===== src/rtl/stitch_pkg.sv =====
//==== stitch_pkg: shared types, default tile layout and burst address helper ====
//==== Rev 1.0 ====
`default_nettype none

package stitch_pkg;

    typedef enum logic [1:0] {
        ST_IDLE = 2'd0,
        ST_REQ  = 2'd1,
        ST_BUSY = 2'd2
    } state_t;

    localparam int unsigned PIX_BYTES = 4;
    localparam int unsigned CNT_W     = 16;

    // Index 0 is the rightmost element: channel 0 owns the left full-height tile.
    localparam logic [2:0][31:0] DEF_X_OFF = {32'd960, 32'd960, 32'd0};
    localparam logic [2:0][31:0] DEF_Y_OFF = {32'd540, 32'd0,   32'd0};
    localparam logic [2:0][31:0] DEF_HSIZE = {32'd960, 32'd960, 32'd960};
    localparam logic [2:0][31:0] DEF_VSIZE = {32'd540, 32'd540, 32'd1080};

    function automatic logic [63:0] burst_addr(
        input logic [63:0] base,
        input logic [63:0] frame_bytes,
        input logic [63:0] stride,
        input logic [63:0] buf_idx,
        input logic [63:0] y_line,
        input logic [63:0] x_pix
    );
        return base + buf_idx * frame_bytes + y_line * stride + x_pix * 64'(PIX_BYTES);
    endfunction

endpackage

`default_nettype wire


===== src/rtl/stitch_rr_arbiter.sv =====
//==== stitch_rr_arbiter: round-robin one-hot arbiter with explicit pointer update ====
//==== Rev 1.0 ====
`default_nettype none

module stitch_rr_arbiter #(
    parameter int unsigned NUM_CH = 3,
    localparam int unsigned IW = (NUM_CH > 1) ? $clog2(NUM_CH) : 1
) (
    input  logic              clk,
    input  logic              rst_n,
    input  logic [NUM_CH-1:0] req,
    input  logic              upd,
    input  logic [IW-1:0]     upd_idx,
    output logic [NUM_CH-1:0] gnt,
    output logic [IW-1:0]     gnt_idx
);

    localparam int unsigned IW1 = IW + 1;

    logic [IW-1:0]     ptr;
    logic [IW-1:0]     sel;
    logic [NUM_CH-1:0] rot;
    logic [IW:0]       sum;

    // Rotate requests so the pointer lands on bit 0, pick lowest, rotate back.
    always_comb begin
        rot = NUM_CH'({req, req} >> ptr);
        sel = '0;
        for (int i = NUM_CH - 1; i >= 0; i--) begin
            if (rot[i]) sel = IW'(i);
        end
        sum = {1'b0, ptr} + {1'b0, sel};
        if (sum >= IW1'(NUM_CH)) sum = sum - IW1'(NUM_CH);
        gnt_idx = sum[IW-1:0];
        gnt     = (|req) ? (NUM_CH'(1) << gnt_idx) : '0;
    end

    always_ff @(posedge clk) begin
        if (!rst_n) begin
            ptr <= '0;
        end else if (upd) begin
            ptr <= (upd_idx == IW'(NUM_CH - 1)) ? '0 : upd_idx + 1'b1;
        end
    end

endmodule

`default_nettype wire


===== src/rtl/stitch_wr_scheduler.sv =====
//==== stitch_wr_scheduler: N-channel tile burst scheduler with frame buffer ring ====
//==== Rev 1.0 ====
`default_nettype none

module stitch_wr_scheduler
    import stitch_pkg::*;
#(
    parameter int unsigned NUM_CH      = 3,
    parameter int unsigned ADDR_WIDTH  = 32,
    parameter int unsigned DATA_WIDTH  = 128,
    parameter int unsigned BURST_LEN   = 16,
    parameter logic [ADDR_WIDTH-1:0] BASE_ADDR   = ADDR_WIDTH'(32'h1000_0000),
    parameter int unsigned LINE_STRIDE = 7680,
    parameter logic [ADDR_WIDTH-1:0] FRAME_BYTES = ADDR_WIDTH'(32'h007E_9000),
    parameter int unsigned NUM_BUF     = 3,
    parameter logic [NUM_CH-1:0][31:0] CH_X_OFF = DEF_X_OFF,
    parameter logic [NUM_CH-1:0][31:0] CH_Y_OFF = DEF_Y_OFF,
    parameter logic [NUM_CH-1:0][31:0] CH_HSIZE = DEF_HSIZE,
    parameter logic [NUM_CH-1:0][31:0] CH_VSIZE = DEF_VSIZE
) (
    input  logic                       M_AXI_ACLK,
    input  logic                       M_AXI_ARESETN,
    input  logic [NUM_CH-1:0]          ch_frame_start,
    input  logic [NUM_CH-1:0]          ch_burst_rdy,
    output logic [NUM_CH-1:0]          ch_grant,
    output logic                       wr_req,
    output logic [ADDR_WIDTH-1:0]      wr_addr,
    input  logic                       wr_ack,
    input  logic                       wr_done,
    output logic [$clog2(NUM_BUF)-1:0] wr_buf_idx,
    output logic [$clog2(NUM_BUF)-1:0] rd_buf_idx,
    output logic                       rd_valid,
    output logic                       frame_done,
    output logic [NUM_CH-1:0]          ch_resync
);

    localparam int unsigned IW            = (NUM_CH > 1) ? $clog2(NUM_CH) : 1;
    localparam int unsigned BW            = $clog2(NUM_BUF);
    localparam int unsigned PIX_PER_BURST = BURST_LEN * DATA_WIDTH / 32;

    state_t state, state_nx;

    logic [NUM_CH-1:0] active, active_nx, pending, pending_nx, done, done_nx;
    logic [NUM_CH-1:0] resync_pend, resync_pend_nx, ch_resync_nx;
    logic [CNT_W-1:0]  burst_cnt [NUM_CH];
    logic [CNT_W-1:0]  line_cnt  [NUM_CH];
    logic [CNT_W-1:0]  burst_nx  [NUM_CH];
    logic [CNT_W-1:0]  line_nx   [NUM_CH];

    logic [NUM_CH-1:0] eligible, arb_gnt;
    logic [IW-1:0]     arb_idx, cur_idx;
    logic              start_grant, burst_fin, rotate, owned;

    assign eligible    = active & ch_burst_rdy;
    assign start_grant = (state == ST_IDLE) && (|eligible);
    assign burst_fin   = (state == ST_BUSY) && wr_done;
    assign wr_req      = (state == ST_REQ);

    stitch_rr_arbiter #(.NUM_CH(NUM_CH)) u_arb (
        .clk     (M_AXI_ACLK),
        .rst_n   (M_AXI_ARESETN),
        .req     (eligible),
        .upd     (burst_fin),
        .upd_idx (cur_idx),
        .gnt     (arb_gnt),
        .gnt_idx (arb_idx)
    );

    always_ff @(posedge M_AXI_ACLK) begin
        if (!M_AXI_ARESETN) state <= ST_IDLE;
        else                state <= state_nx;
    end

    always_comb begin
        state_nx = state;
        case (state)
            ST_IDLE: if (|eligible) state_nx = ST_REQ;
            ST_REQ:  if (wr_ack)    state_nx = ST_BUSY;
            ST_BUSY: if (wr_done)   state_nx = ST_IDLE;
            default:                state_nx = ST_IDLE;
        endcase
    end

    always_ff @(posedge M_AXI_ACLK) begin
        if (!M_AXI_ARESETN) begin
            ch_grant <= '0;
            cur_idx  <= '0;
            wr_addr  <= '0;
        end else if (start_grant) begin
            ch_grant <= arb_gnt;
            cur_idx  <= arb_idx;
            wr_addr  <= ADDR_WIDTH'(burst_addr(64'(BASE_ADDR), 64'(FRAME_BYTES),
                            64'(LINE_STRIDE), 64'(wr_buf_idx),
                            64'(CH_Y_OFF[arb_idx]) + 64'(line_cnt[arb_idx]),
                            64'(CH_X_OFF[arb_idx]) + 64'(burst_cnt[arb_idx]) * 64'(PIX_PER_BURST)));
        end else if (burst_fin) begin
            ch_grant <= '0;
        end
    end

    always_comb begin
        active_nx      = active;
        pending_nx     = pending;
        done_nx        = done;
        resync_pend_nx = resync_pend;
        ch_resync_nx   = ch_resync;
        owned          = 1'b0;
        for (int c = 0; c < NUM_CH; c++) begin
            burst_nx[c] = burst_cnt[c];
            line_nx[c]  = line_cnt[c];
        end
        for (int c = 0; c < NUM_CH; c++) begin
            // A channel owns the burst from the grant decision until its wr_done.
            owned = (state == ST_IDLE) ? (start_grant && (arb_idx == IW'(c)))
                                       : (cur_idx == IW'(c));
            if (burst_fin && owned) begin
                if (resync_pend[c] || ch_frame_start[c]) begin
                    burst_nx[c]       = '0;
                    line_nx[c]        = '0;
                    resync_pend_nx[c] = 1'b0;
                    if (ch_frame_start[c]) ch_resync_nx[c] = 1'b1;
                end else if (burst_cnt[c] == CNT_W'(CH_HSIZE[c] / PIX_PER_BURST - 1)) begin
                    burst_nx[c] = '0;
                    if (line_cnt[c] == CNT_W'(CH_VSIZE[c] - 1)) begin
                        line_nx[c]   = '0;
                        active_nx[c] = 1'b0;
                        done_nx[c]   = 1'b1;
                    end else begin
                        line_nx[c] = line_cnt[c] + 1'b1;
                    end
                end else begin
                    burst_nx[c] = burst_cnt[c] + 1'b1;
                end
            end else if (ch_frame_start[c]) begin
                if (active[c]) begin
                    ch_resync_nx[c] = 1'b1;
                    if (owned && (state != ST_IDLE || start_grant)) begin
                        resync_pend_nx[c] = 1'b1;
                    end else begin
                        burst_nx[c] = '0;
                        line_nx[c]  = '0;
                    end
                end else if (done[c]) begin
                    pending_nx[c] = 1'b1;
                end else begin
                    active_nx[c] = 1'b1;
                    burst_nx[c]  = '0;
                    line_nx[c]   = '0;
                end
            end
        end
        rotate = burst_fin && (&done_nx);
        if (rotate) begin
            done_nx    = '0;
            active_nx  = active_nx | pending_nx;
            pending_nx = '0;
        end
    end

    always_ff @(posedge M_AXI_ACLK) begin
        if (!M_AXI_ARESETN) begin
            active      <= '0;
            pending     <= '0;
            done        <= '0;
            resync_pend <= '0;
            ch_resync   <= '0;
            for (int c = 0; c < NUM_CH; c++) begin
                burst_cnt[c] <= '0;
                line_cnt[c]  <= '0;
            end
            wr_buf_idx  <= '0;
            rd_buf_idx  <= '0;
            rd_valid    <= 1'b0;
            frame_done  <= 1'b0;
        end else begin
            active      <= active_nx;
            pending     <= pending_nx;
            done        <= done_nx;
            resync_pend <= resync_pend_nx;
            ch_resync   <= ch_resync_nx;
            for (int c = 0; c < NUM_CH; c++) begin
                burst_cnt[c] <= burst_nx[c];
                line_cnt[c]  <= line_nx[c];
            end
            frame_done <= rotate;
            if (rotate) begin
                wr_buf_idx <= (wr_buf_idx == BW'(NUM_BUF - 1)) ? '0 : wr_buf_idx + 1'b1;
                rd_buf_idx <= wr_buf_idx;
                rd_valid   <= 1'b1;
            end
        end
    end

endmodule

`default_nettype wire


===== config.mk =====
export PLATFORM = sky130hd
export DESIGN_NAME = stitch_wr_scheduler
export DESIGN_NICKNAME = d
export VERILOG_FILES = /design/src/rtl/stitch_pkg.sv /design/src/rtl/stitch_rr_arbiter.sv /design/src/rtl/stitch_wr_scheduler.sv
export SDC_FILE = /design/constraint.sdc
export NUM_CORES = 1
export LEC_CHECK = 0
export ABC_AREA = 1
export BUFFER_PORTS_ARGS = -buffer_cell sky130_fd_sc_hd__buf_2
export CAP_MARGIN = 20
export CORE_UTILIZATION = 58
export CTS_CLUSTER_DIAMETER = 50
export CTS_CLUSTER_SIZE = 30
export DETAILED_ROUTE_END_ITERATION = 6
export GPL_TIMING_DRIVEN = 0
export PLACE_DENSITY = 0.79
export SETUP_SLACK_MARGIN = 0.5
export SYNTH_ARGS = -nofsm -noshare
export SYNTH_HDL_FRONTEND = slang
export SYNTH_SLANG_ARGS = --single-unit

===== constraint.sdc =====
create_clock -name M_AXI_ACLK -period 9.7 [get_ports M_AXI_ACLK]
set_clock_uncertainty 0.1 [all_clocks]
set_input_delay 1.94 -clock M_AXI_ACLK [delete_from_list [all_inputs] [get_ports M_AXI_ACLK]]
set_output_delay 1.94 -clock M_AXI_ACLK [all_outputs]
set_load 0.005 [all_outputs]

# Word level (Yosys, flattened, before mapping)
# Memory sizes are Yosys's and may differ from the RTL's.
# Cells that the tools add are included.
dict set report totals {
  output_inout_bits 45
  inputBits 10
  reg_bits 62
  wordCells 261
  ram_bits 96
  n_memories 2
}
# memory depth width rd rd_ports_with_merged_regs wr line_no
set memory_table {}
lappend memory_table {burst_cnt 3 16 4 0 3 stitch_wr_scheduler.sv:45} ;# logic [CNT_W-1:0] burst_cnt [NUM_CH];
lappend memory_table {line_cnt 3 16 4 0 3 stitch_wr_scheduler.sv:46} ;# logic [CNT_W-1:0] line_cnt [NUM_CH];
dict set report op_classes {
  n_mul 2
  shift 2
  mux 149
  n_lt_le_gt_ge 2
  n_eq_ne 22
  reduce_logical 40
  n_addsub 15
  bitwise 9
}
# cell n
set ops {}
lappend ops {{$mux 16} 51}
lappend ops {{$bmux 32 s2} 2}
lappend ops {{$add 16x1->16 const B} 6}
lappend ops {{$mux 1} 80}
lappend ops {{$eq 16x4->1 const B} 3}
lappend ops {{$add 32x16->33} 1}
lappend ops {{$mul 33x4->23 const B} 1}
lappend ops {{$add 30x32->32} 1}
lappend ops {{$add 32x32->32} 1}
lappend ops {{$eq 16x10->1 const B} 2}
lappend ops {{$mux 32} 1}
lappend ops {{$add 29x25->30 const A} 1}
lappend ops {{$add 30x22->30} 1}
lappend ops {{$mux 30} 1}
lappend ops {{$reduce_and 4->1} 6}
lappend ops {{$reduce_bool 2->1} 11}
lappend ops {{$mux 2} 9}
lappend ops {{$eq 16x11->1 const B} 1}
lappend ops {{$mul 2x11->13 const B} 1}
lappend ops {{$logic_and 1x1->1} 12}
lappend ops {{$mux 3} 4}
lappend ops {{$ne 2x2->1 const B} 5}
lappend ops {{$eq 2x2->1 const B} 4}
lappend ops {{$ne 2x1->1 const B} 4}
lappend ops {{other kinds (18)} 32}

# Longest topological paths before layout
dict set report logic_depth {
  ltp_word 17
  ltp_mapped 63
  ltp_nobuf 60
}

# Hierarchy
# From an unflattened synthesis, not the netlist that was laid out.
dict set report hier_totals {
  hier_cells 1910
  area_unflattened_um2 12642.1
}
# module area_per_inst_um2 cells_per_inst n_inst
set by_module_without_submodules {}
lappend by_module_without_submodules {stitch_wr_scheduler 12293.0 1843 1}
lappend by_module_without_submodules {stitch_rr_arbiter 349.1 67 1}

# Worst setup path before layout
# Ideal clock, no wire load.
dict set report synth_path {
  kind {input-to-reg}
  startpoint {input port ch_burst_rdy[1]}
  endpoint {register wr_addr[27]}
  path_buffers 5
  path_stages 52
  t_arrival_ns 9.995
  slack_ns -0.510
  cell_sequence {nand2_1 -> o21ai_0 -> inv_1 -> nand2_1 -> o21a_1 -> inv_1 -> nor2_1 -> ha_1 -> fa_1 -> ha_1 -> nor2_4 -> nand2_4 -> nand2_2 -> buf_6 -> buf_6 -> buf_6 -> buf_2 -> buf_2 -> [16 not listed] -> nor2_1 -> inv_1 -> o21ai_0 -> a31oi_1 -> xor2_1 -> fa_1 -> inv_1 -> ha_1 -> a21oi_1 -> o21ai_0 -> a21oi_1 -> nand2_1 -> nand3_1 -> nand2_1 -> nand2_1 -> nand2_1 -> o21ai_0 -> inv_1}
}
dict set report synth_between {
  elab_chain_cells 14
  word_cells_on_any_way 22
}
# item line_no
set synth_lines {}
lappend synth_lines {{from (decl)} stitch_wr_scheduler.sv:24} ;# input logic [NUM_CH-1:0] ch_burst_rdy,
lappend synth_lines {{$and 3x3->3 (*)} stitch_wr_scheduler.sv:54} ;# assign eligible = active & ch_burst_rdy;
lappend synth_lines {{$shr 6x2->3} stitch_rr_arbiter.sv:27} ;# rot = NUM_CH'({req, req} >> ptr);
lappend synth_lines {{$mux 2 (3 in a row)} stitch_rr_arbiter.sv:30} ;# if (rot[i]) sel = IW'(i);
lappend synth_lines {{$add 2x2->3} stitch_rr_arbiter.sv:32} ;# sum = {1'b0, ptr} + {1'b0, sel};
lappend synth_lines {{$ge 3x2->1 / $sub 2x2->2 (equally long branches)} stitch_rr_arbiter.sv:33} ;# if (sum >= IW1'(NUM_CH)) sum = sum - IW1'(NUM_CH);
lappend synth_lines {{$mux 2} stitch_rr_arbiter.sv:33}
lappend synth_lines {{$bmux 32 s2} stitch_wr_scheduler.sv:94} ;# 64'(CH_Y_OFF[arb_idx]) + 64'(line_cnt[arb_idx]),
lappend synth_lines {{$mux 32 (not written as such)} stitch_wr_scheduler.sv:94}
lappend synth_lines {{$add 32x16->33} stitch_wr_scheduler.sv:94}
lappend synth_lines {{$mul 33x4->23} stitch_pkg.sv:30} ;# return base + buf_idx * frame_bytes + y_line * stride + x_pix * 64'(PIX_BYTES);
lappend synth_lines {{$add 30x32->32} stitch_pkg.sv:30}
lappend synth_lines {{$add 32x32->32} stitch_pkg.sv:30}
lappend synth_lines {{to (signal assigned)} stitch_wr_scheduler.sv:92} ;# wr_addr <= ADDR_WIDTH'(burst_addr(64'(BASE_ADDR), 64'(FRAME_BYTES),
lappend synth_lines {{to (decl)} stitch_wr_scheduler.sv:27} ;# output logic [ADDR_WIDTH-1:0] wr_addr,
# Every way passes the cells marked *; elsewhere a longest branch is shown, timed or not. The select of a mux whose other input is x is not followed.
# A chain may end at the register's enable or synchronous reset.

# Worst setup path in the final report
dict set report layout_path {
  startpoint {input port ch_burst_rdy[0]}
  endpoint {register wr_addr[31]}
}
# The elaborated chain is that of the path after synthesis.

==> metrics.txt <==
status=finished, violations left; failing checks=design-rule violations, negative setup slack; vias per cell=approximately 6; count leader, synth=nand2_1; worst setup margin=-0.252 ns; top-area cell type share of the netlist area=a little under a quarter; DIE AREA=23300 µm²; Worst EP required=approximately 10 ns; Tcrit/Tclk final=103%; Placed Instances=approximately 2300; diode count=0; most frequent cells after synthesis=nand2_1, inv_1, nor2_1; post-route ant nets=0; drt initial violations=~1400; GP Congestion=roughly 1; async set or reset register ratio after synthesis=0%; RSZ-0062 raised after global routing=true; worst hold path class=flop to flop; Port Buffers=46; Synth Register Bits=150; initial antenna violation count=0; Layout Nets=around 2300; crit path time final=approximately 10 ns; delay-heaviest family, CP=buffers and inverters; Synth Warn #=0; dpl hpwl=between 30000 and 40000 µm; Peak VDD IR=0.000135 V; Initial Util=between 50% and 60%; Fillers=around 1600; non-filler instance count after layout=2442; Crit. End Element=flop; Worst-path clk slew=roughly 0.070 ns; Top-Level Pins=between 50 and 60; row count=between 50 and 60; crit start category=input pin; register area=about 3000 µm²; Gate Count Post-Synth=just under 2000; largest net degree at the start of global routing=17; drt wl/cell=slightly below 20 µm; Max Cap Viol=0; maximum clock path buffer count=2; max-slew violations=0; Synth Flop Type=dfxtp_1; Post-synth EDFFs=0; All-Layer GR Usage=between 30% and 40%; sequential share of the synthesized area=a little under a quarter; Max Fclk=0.100 GHz; Mean Syn Cell Area=approximately 6.6 µm²; final-report setup violation count=10; Place WS=-0.969 ns; number of global-route vias before repair=about 13000; Yosys top cell by area=dfxtp_1; Remaining DRCs=6; CP peak stage delay=around 0.55 ns; Worst-Margin Slew=about 1.0 ns; final hold vios=0; Mapped Area=between 10000 and 15000 µm²; Cell variety after synth=63; die width=between 150 and 200 µm; power density over the cells=approximately 220 nW/µm²; drt total wl=about 48000 µm; CTS tree=yes; worst skew pair latency=~0.43 ns; crit path DAT=10.20 ns; slowest CP cell=a21boi_1; Num Clock Sinks=150; CORE AREA=22000 µm²; first-pass GRT wire length=approximately 67000 µm; Root Driver=clkbuf_16; setup TNS=-1.19 ns; vias post-DR=about 15000; crit-path most repeated cell=buf_4; CP Max Fanout=5; area grow syn2layout=25.8%; critical path buffer and inverter count=23; Overflow after GRT=0; Die Height=~150 µm; Leak=roughly 0.0072 µW; Max-slew headroom=33.1%; layout cells sized above 1=22.8%; final core occ=roughly 75%; ranking of synthesized cells by area=dfxtp_1, nand2_1, inv_1; Setup CP Type=input pin to flop; H-tree Lvls=4; Multi-input gate area=between 9000 and 10000 µm²; first-pass iteration count of the detailed router=7; CTS buffer count=17
## through the flow
stage | hold WS, ns | instance area (µm²) | power, µW
2_1_floorplan | 0.328 | 13500 | 1720
4_1_cts | 0.353 | 15600 | 2960
6_report | 0.362 | 16500 | 3580
3_3_place_gp | 0.325 | 14100 | 2010
5_1_grt | 0.382 | 16500 | 3730
3_5_place_dp | 0.336 | 14100 | 2040
## final cells by class
type / instances / share of cell area [%]
timing repair buffer: 143 / 6.33
buffer: 55 / 2.45
sequential: 150 / 18.2
inverter: 337 / 7.79
clock buffer: 17 / 2.57
clock inverter: 14 / 1.03
tap: 280 / 2.12
multi-input combinational: 1446 / 59.6
## cells by family (layout without fill, tap and decap cells)
group                    Yosys count  count (layout)  synth area share [%]
AO/OA/AOI/OAI                    294             294                  12.7
XOR/XNOR                          82              82                  5.75
adder cells (fa/ha/maj)          118             118                  13.4
buffers and inverters            392             566                  12.2
flip-flops                       150             150                  22.8
other                              1               8                0.0285
AND/OR/NAND/NOR                  944             944                  33.2
## where the power goes
part,switching (µW),internal [µW]
registers,22.5,647
clock network,310,386
logic,1290,921
total,1630,1950
## final timing paths
kind | from | slack [ns] | depth (start not counted) | endpoint
hold reg to reg | rd_buf_idx[0] | 0.36 | 2 | rd_buf_idx[0]
setup / recovery | ch_burst_rdy[0] | -0.25 | 58 | wr_addr[31]
hold / removal | rd_buf_idx[0] | 0.36 | 2 | rd_buf_idx[0]
setup reg to reg | active[1] | 0.82 | 56 | wr_addr[31]
## repair_timing
item / CTS / global route
hold endpoints to repair: 0 / 0
resized for setup: 96 / 144
pin swaps: 88 / 129
buffers inserted: 59 / 38
setup endpoints to repair: 16 / 15
hold buffers: 0 / 0
## registers in the layout, indices dropped and copies added (netlist names), 2 cells and up
| name | cells |
|---|---|
| rd_buf_idx | 2 |
| cur_idx | 2 |
| state | 2 |
| wr_addr | 24 |
| pending | 3 |
| ch_grant | 3 |
| resync_pend | 3 |
| ch_resync | 3 |
| u_arb.ptr | 2 |
| active | 3 |
| done | 3 |
| wr_buf_idx | 2 |
| line_cnt | 48 |
| burst_cnt | 48 |
## layout by cell type, fill, tap and decap left out, types with 48 or more instances in the layout
cell type  instances
nand2_1          351
inv_1            289
nor2_1           190
dfxtp_1          150
nand3_1          130
a21oi_1           98
buf_4             97
o21ai_0           64
nor3_1            60
xor2_1            54
buf_2             53
nand4_1           52
ha_1              48
## layer usage
metal  track usage [%]  wire length (µm)  vias to the layer above
met3              5.29              4150                      261
met5                 0                 0                        -
met2              60.2             22300                      864
li1                  -                 -                     6734
met4              22.4              3850                        0
met1              44.1             18000                     6772
## worst reg2reg max path: cells and delay by family (launching register included)
kind	cells	cell delay, ns
flip-flops	1	0.50
AO/OA/AOI/OAI	8	1.55
adder cells (fa/ha/maj)	7	2.29
AND/OR/NAND/NOR	18	1.92
XOR/XNOR	2	0.33
buffers and inverters	21	2.10
No activity file was read; power rests on OpenSTA's default activity.
